### src/rtl/cmd_pkg.sv
// Shared definitions for the command UART path (sender and receiver).
package cmd_pkg;

    // Byte-sequencing states of the command sender.
    typedef enum logic [1:0] {
        IDLE,
        TX_HI,
        TX_LO
    } sndr_state_t;

    // Start bit + 8 data bits + stop bit.
    localparam int UART_FRAME_BITS    = 10;

    // 50 MHz system clock / 19200 baud.
    localparam int UART_BAUD_DIV_DFLT = 2604;

    // Full 8N1 frame, shifted out LSB first: start(0), data[0..7], stop(1).
    function automatic logic [UART_FRAME_BITS-1:0] uart_frame(input logic [7:0] data);
        return {1'b1, data, 1'b0};
    endfunction

endpackage

### src/rtl/cmd_sender_if.sv
// Command-sender handshake and serial line bundle.
// master: the side issuing commands; slave: cmd_sender itself.
interface cmd_sender_if;
    logic [15:0] cmd;
    logic        snd_cmd;
    logic        TX;
    logic        busy;
    logic        cmd_snt;

    modport master (
        output cmd,
        output snd_cmd,
        input  TX,
        input  busy,
        input  cmd_snt
    );

    modport slave (
        input  cmd,
        input  snd_cmd,
        output TX,
        output busy,
        output cmd_snt
    );
endinterface

### src/rtl/uart_tx.sv
// 8N1 UART transmitter. A trmt pulse loads a full frame and starts it on the
// next cycle; trmt on the tx_done cycle chains a new frame with no idle bit.
module uart_tx
    import cmd_pkg::*;
#(
    parameter int BAUD_DIV = UART_BAUD_DIV_DFLT
) (
    input  logic       clk,
    input  logic       rst_n,
    input  logic [7:0] tx_data,
    input  logic       trmt,
    output logic       TX,
    output logic       tx_done
);

    localparam int BW = (BAUD_DIV > 2) ? $clog2(BAUD_DIV) : 1;

    logic [BW-1:0]              baud_cnt_reg;
    logic [3:0]                 bit_cnt_reg;
    logic [UART_FRAME_BITS-1:0] shift_reg;
    logic                       active_reg;

    logic baud_last;
    logic bit_last;

    assign baud_last = (baud_cnt_reg == BW'(BAUD_DIV - 1));
    assign bit_last  = (bit_cnt_reg == 4'(UART_FRAME_BITS - 1));
    assign tx_done   = active_reg && baud_last && bit_last;

    // Line idles high whenever no frame is in flight (including during reset).
    assign TX = active_reg ? shift_reg[0] : 1'b1;

    // Baud/bit counters and shift register; a load restarts the frame timing.
    always_ff @(posedge clk or negedge rst_n) begin
        if (!rst_n) begin
            baud_cnt_reg <= '0;
            bit_cnt_reg  <= '0;
            shift_reg    <= '1;
            active_reg   <= 1'b0;
        end else if (trmt) begin
            baud_cnt_reg <= '0;
            bit_cnt_reg  <= '0;
            shift_reg    <= uart_frame(tx_data);
            active_reg   <= 1'b1;
        end else if (active_reg) begin
            if (baud_last) begin
                baud_cnt_reg <= '0;
                if (bit_last) begin
                    active_reg <= 1'b0;
                end else begin
                    bit_cnt_reg <= bit_cnt_reg + 4'd1;
                    shift_reg   <= {1'b1, shift_reg[UART_FRAME_BITS-1:1]};
                end
            end else begin
                baud_cnt_reg <= baud_cnt_reg + BW'(1);
            end
        end
    end

endmodule

### src/rtl/cmd_sender.sv
// Sends a 16-bit command as two back-to-back 8N1 frames, high byte first.
// Optional feature macro: CMD_SNDR_QUEUE_EN adds a one-deep pending-command
// buffer so a request made while busy follows the current one seamlessly.
module cmd_sender
    import cmd_pkg::*;
#(
    parameter int BAUD_DIV = UART_BAUD_DIV_DFLT
) (
    input  logic         clk,
    input  logic         rst_n,
    cmd_sender_if.slave  bus
);

    sndr_state_t state_reg, state_next;
    logic [15:0] hold_reg,  hold_next;
    logic        cmd_snt_reg, cmd_snt_next;
`ifdef CMD_SNDR_QUEUE_EN
    logic [15:0] pend_reg,     pend_next;
    logic        pend_vld_reg, pend_vld_next;
`endif

    logic       trmt;
    logic [7:0] tx_data;
    logic       tx_done;
    logic       tx_line;

    uart_tx #(
        .BAUD_DIV (BAUD_DIV)
    ) u_uart_tx (
        .clk     (clk),
        .rst_n   (rst_n),
        .tx_data (tx_data),
        .trmt    (trmt),
        .TX      (tx_line),
        .tx_done (tx_done)
    );

    assign bus.TX      = tx_line;
    assign bus.busy    = (state_reg != IDLE);
    assign bus.cmd_snt = cmd_snt_reg;

    // State, holding register(s) and done flag.
    always_ff @(posedge clk or negedge rst_n) begin
        if (!rst_n) begin
            state_reg    <= IDLE;
            hold_reg     <= '0;
            cmd_snt_reg  <= 1'b0;
`ifdef CMD_SNDR_QUEUE_EN
            pend_reg     <= '0;
            pend_vld_reg <= 1'b0;
`endif
        end else begin
            state_reg    <= state_next;
            hold_reg     <= hold_next;
            cmd_snt_reg  <= cmd_snt_next;
`ifdef CMD_SNDR_QUEUE_EN
            pend_reg     <= pend_next;
            pend_vld_reg <= pend_vld_next;
`endif
        end
    end

    // Byte sequencing: the transmitter is (re)triggered combinationally so the
    // start bit begins right after the accepting edge and frames chain gap-free.
    always_comb begin
        state_next   = state_reg;
        hold_next    = hold_reg;
        cmd_snt_next = cmd_snt_reg;
        trmt         = 1'b0;
        tx_data      = 8'h00;
`ifdef CMD_SNDR_QUEUE_EN
        pend_next     = pend_reg;
        pend_vld_next = pend_vld_reg;
`endif

        case (state_reg)
            IDLE: begin
                if (bus.snd_cmd) begin
                    hold_next    = bus.cmd;
                    cmd_snt_next = 1'b0;
                    trmt         = 1'b1;
                    tx_data      = bus.cmd[15:8];
                    state_next   = TX_HI;
                end
            end

            TX_HI: begin
                if (tx_done) begin
                    trmt       = 1'b1;
                    tx_data    = hold_reg[7:0];
                    state_next = TX_LO;
                end
`ifdef CMD_SNDR_QUEUE_EN
                if (bus.snd_cmd && !pend_vld_reg) begin
                    pend_next     = bus.cmd;
                    pend_vld_next = 1'b1;
                end
`endif
            end

            TX_LO: begin
                if (tx_done) begin
`ifdef CMD_SNDR_QUEUE_EN
                    if (pend_vld_reg) begin
                        // Buffered word goes next; a request this cycle sees a full buffer.
                        hold_next     = pend_reg;
                        pend_vld_next = 1'b0;
                        trmt          = 1'b1;
                        tx_data       = pend_reg[15:8];
                        state_next    = TX_HI;
                    end else
`endif
                    if (bus.snd_cmd) begin
                        // Accept on the completion edge: clear wins over set.
                        hold_next    = bus.cmd;
                        cmd_snt_next = 1'b0;
                        trmt         = 1'b1;
                        tx_data      = bus.cmd[15:8];
                        state_next   = TX_HI;
                    end else begin
                        cmd_snt_next = 1'b1;
                        state_next   = IDLE;
                    end
                end
`ifdef CMD_SNDR_QUEUE_EN
                else if (bus.snd_cmd && !pend_vld_reg) begin
                    pend_next     = bus.cmd;
                    pend_vld_next = 1'b1;
                end
`endif
            end

            default: begin
                state_next = IDLE;
            end
        endcase
    end

endmodule

### src/flat_wrapper.sv
// flat-port wrapper written by rule: the top's interface ports become plain ports
module cmd_sender_flat import cmd_pkg::*;
#(
    parameter int BAUD_DIV = UART_BAUD_DIV_DFLT
)
  (clk, rst_n, bus_cmd, bus_snd_cmd, bus_TX, bus_busy, bus_cmd_snt);
  cmd_sender_if bus_i ();
  input  logic clk;
  input  logic rst_n;
  input wire logic [$bits(bus_i.cmd)-1:0] bus_cmd;
  input wire logic [$bits(bus_i.snd_cmd)-1:0] bus_snd_cmd;
  output wire logic [$bits(bus_i.TX)-1:0] bus_TX;
  output wire logic [$bits(bus_i.busy)-1:0] bus_busy;
  output wire logic [$bits(bus_i.cmd_snt)-1:0] bus_cmd_snt;
  assign bus_i.cmd = bus_cmd;
  assign bus_i.snd_cmd = bus_snd_cmd;
  assign bus_TX = bus_i.TX;
  assign bus_busy = bus_i.busy;
  assign bus_cmd_snt = bus_i.cmd_snt;
  cmd_sender #(.BAUD_DIV(BAUD_DIV)) u_core (.clk(clk), .rst_n(rst_n), .bus(bus_i));
endmodule
### config.mk
export PLATFORM = sky130hd
export DESIGN_NAME = cmd_sender_flat
export DESIGN_NICKNAME = d
export VERILOG_FILES = /design/src/rtl/cmd_pkg.sv /design/src/rtl/cmd_sender_if.sv /design/src/rtl/uart_tx.sv /design/src/rtl/cmd_sender.sv /design/src/flat_wrapper.sv
export SDC_FILE = /design/constraint.sdc
export NUM_CORES = 1
export LEC_CHECK = 0
export CORE_MARGIN = 1.5
export CORE_UTILIZATION = 50
export CTS_CLUSTER_SIZE = 14
export DETAILED_ROUTE_END_ITERATION = 8
export PLACE_DENSITY = 0.74
export SLEW_MARGIN = 20
export SYNTH_ARGS = -nofsm -noshare
export SYNTH_HDL_FRONTEND = slang
export SYNTH_SLANG_ARGS = --single-unit
### constraint.sdc
create_clock -name clk -period 3.1 [get_ports clk]
set_input_delay 0.62 -clock clk [delete_from_list [all_inputs] [get_ports clk]]
set_output_delay 0.62 -clock clk [all_outputs]
set_load 0.03 [all_outputs]
==> metrics.txt <==
fraction of registers with async set/reset 100%; most numerous cell in the Yosys netlist nor2_1; Post-Synthesis Cell Area ~2000 um^2; area grow syn2layout 16.4%; max-slew violation count 0; post_cts resized 0; Min-Delay Path Class reg2reg; # Post-CTS Setup Buffers 0; Net Count, Synth 210; Pwr Total 1.19 mW; Crit path arrival time 1.89 ns; period utilisation layout 81.0%; most common flop cell mapped by yosys dfrtp_1; Horiz. Die Dim between 60 and 70 um; unrepaired setup endpoints after global routing no; Post-Route WL 3.92 mm; Final setup viols 0; CTS tree done; syn_area_per_cell 10.5 um^2; clk slew on worst S/H paths 0.07 ns; vias in the first global route 1,478; die area 4340 um^2; Setup Skew approximately 0.0036 ns; share of the synthesized area in the top cell type a little over a third; synth unique cells 44; share of layout cells above drive strength 1 between 20% and 30%; GRT overflow 0; via count 1,497; Setup crit end kind output pin; # hold bufs at CTS 0; Fill cells 317; post-route core utilization between 60% and 70%; Final Hold Viols 0; FF/Latch Area between 900 and 1000 um^2; Post-synth EDFFs 0; Hold Path Stages 2; Power Density 517 nW/um^2; # rows 22; CTS H-tree depth 2; CP required 2.48 ns; I/O Pins 22; post-route insts no fill 258; max-cap violations 0; placed cells 250; worst hold slack 0.469 ns; core area 3720 um^2; Max-slew headroom about 27%; final setup TNS 0 ns; gpl congestion 0.769; YS warnings 0; largest area contributor in the netlist dfrtp_1; initial cell density of the core 53.2%; Tmin final 2.51 ns; Post-DRT Antenna Nets 0; dpl hpwl 2.72 mm; Post-synth top cells nor2_1, dfrtp_1, dfstp_2, nand2_1, mux2_2; Finished Cell Area 2300 um^2; LEAKAGE around 0.95 nW; gr usage total between 20% and 30%; largest net degree at the start of global routing 38; maximum vdd drop 0.341 mV; residual DRC count 0; FMAX 0.398 GHz; height of the die 65.9 um; Critical Path Start Type register; Clock Tree Buf Depth 2; slew at the pin closest to its max-slew limit 1.09 ns; CTS sink count 37; Multi-input gate area 973 um^2; dpl cell area 2210 um^2; worst r2r path cells 7; maximum fanout along the worst path 17; crit path kind reg2out; first-pass GRT wire length 6.79 mm; Place WS 0.425 ns; via-per-instance ratio 5.80; synth top area cells dfrtp_1, dfstp_2, nor2_1, mux2_2, o22ai_2; FF+latch count, synth 37; CTS buffer count 5; root buf cell clkbuf_8; flip-flop count of the largest register after layout 12; Layout Nets between 200 and 250; Clk Latency, worst-skew pair 0.28 ns; Port Buffers 21; outcome finished, final reports clean; Seq/Total Area, Yosys 47.4%; Initial DRT Pass Iterations 4; Synth Instances ~190; final worst setup slack 0.589 ns; DR iter-0 viols 88; Routed WL per cell about 15 um; initial antenna violation count 0; # diodes 0
cell type report:
cell class | instances | share of cell area, %
inverters | 4 | 0.653
well taps | 48 | 2.61
clock buffers | 8 | 3.92
multi-input cells | 138 | 42.3
flip-flops and latches | 37 | 40.7
repair buffers | 23 | 9.79
worst paths after layout:
| check | from | end | slack (ns) |
|---|---|---|---|
| max in group asynchronous | rst_n | u_core.u_uart_tx.shift_reg[5]$_DFFE_PN1P_ | 1.98 |
| setup reg to reg | u_core.u_uart_tx.baud_cnt_reg[0]$_DFFE_PN0P_ | u_core.u_uart_tx.shift_reg[7]$_DFFE_PN1P_ | 0.84 |
| hold / removal | u_core.u_uart_tx.shift_reg[1]$_DFFE_PN1P_ | u_core.u_uart_tx.shift_reg[0]$_DFFE_PN1P_ | 0.47 |
| hold reg to reg | u_core.u_uart_tx.shift_reg[1]$_DFFE_PN1P_ | u_core.u_uart_tx.shift_reg[0]$_DFFE_PN1P_ | 0.47 |
| min in group asynchronous | rst_n | u_core.u_uart_tx.baud_cnt_reg[10]$_DFFE_PN0P_ | 0.76 |
| setup / recovery | u_core.state_reg[1]$_DFFE_PN0P_ | bus_busy | 0.59 |
placed cells by master (no fill, tap or decap), types with 3 or more instances in the layout:
cell and instances:
a21oi_1 5, clkbuf_8 6, clkdlybuf4s50_1 21, dfrtp_1 28, dfstp_2 9, ha_1 3, inv_1 4, mux2_2 8
mux2i_1 3, nand2_1 9, nand2b_1 3, nand3_1 5, nand3b_1 3, nand4_1 4, nor2_1 30, nor3_1 7
o21ai_0 4, o22a_1 6, o22ai_1 5, o22ai_2 7, xnor2_1 3, xor2_1 6
power breakdown:
part	leakage, nW	switching (mW)	total (mW)	internal [mW]
combinational	0.461	0.0933	0.199	0.106
sequential	0.443	0.0829	0.654	0.571
clock	0.0455	0.157	0.338	0.181
logic make-up (layout without fill, tap and decap cells):
group	count (synthesis)	in the layout	share of synthesized area, %
simple gates	77	77	21.2
compound gates	38	38	16.1
flops	37	37	47.4
buf+inv	13	35	3.35
mux	11	11	6.08
xor+xnor	9	9	3.99
fa+ha+maj	3	3	1.90
routing by layer:
layer  track usage (%)  vias to the layer above  wire length [um]  share of wire [%]
li1                  -                      709                 -                  -
met1              26.6                      743              1780                 45
met2              34.2                       42              1970                 50
met3              4.77                        3               150                3.8
met4              4.69                        0                24               0.61
met5                 0                        -                 0                  0
worst max-delay path, cell delays in order (launching register included):
cell and delay, ns:
dfrtp_1 0.71, or2_2 0.23, clkdlybuf4s50_1 0.67
(Power assumes the default switching activity.)
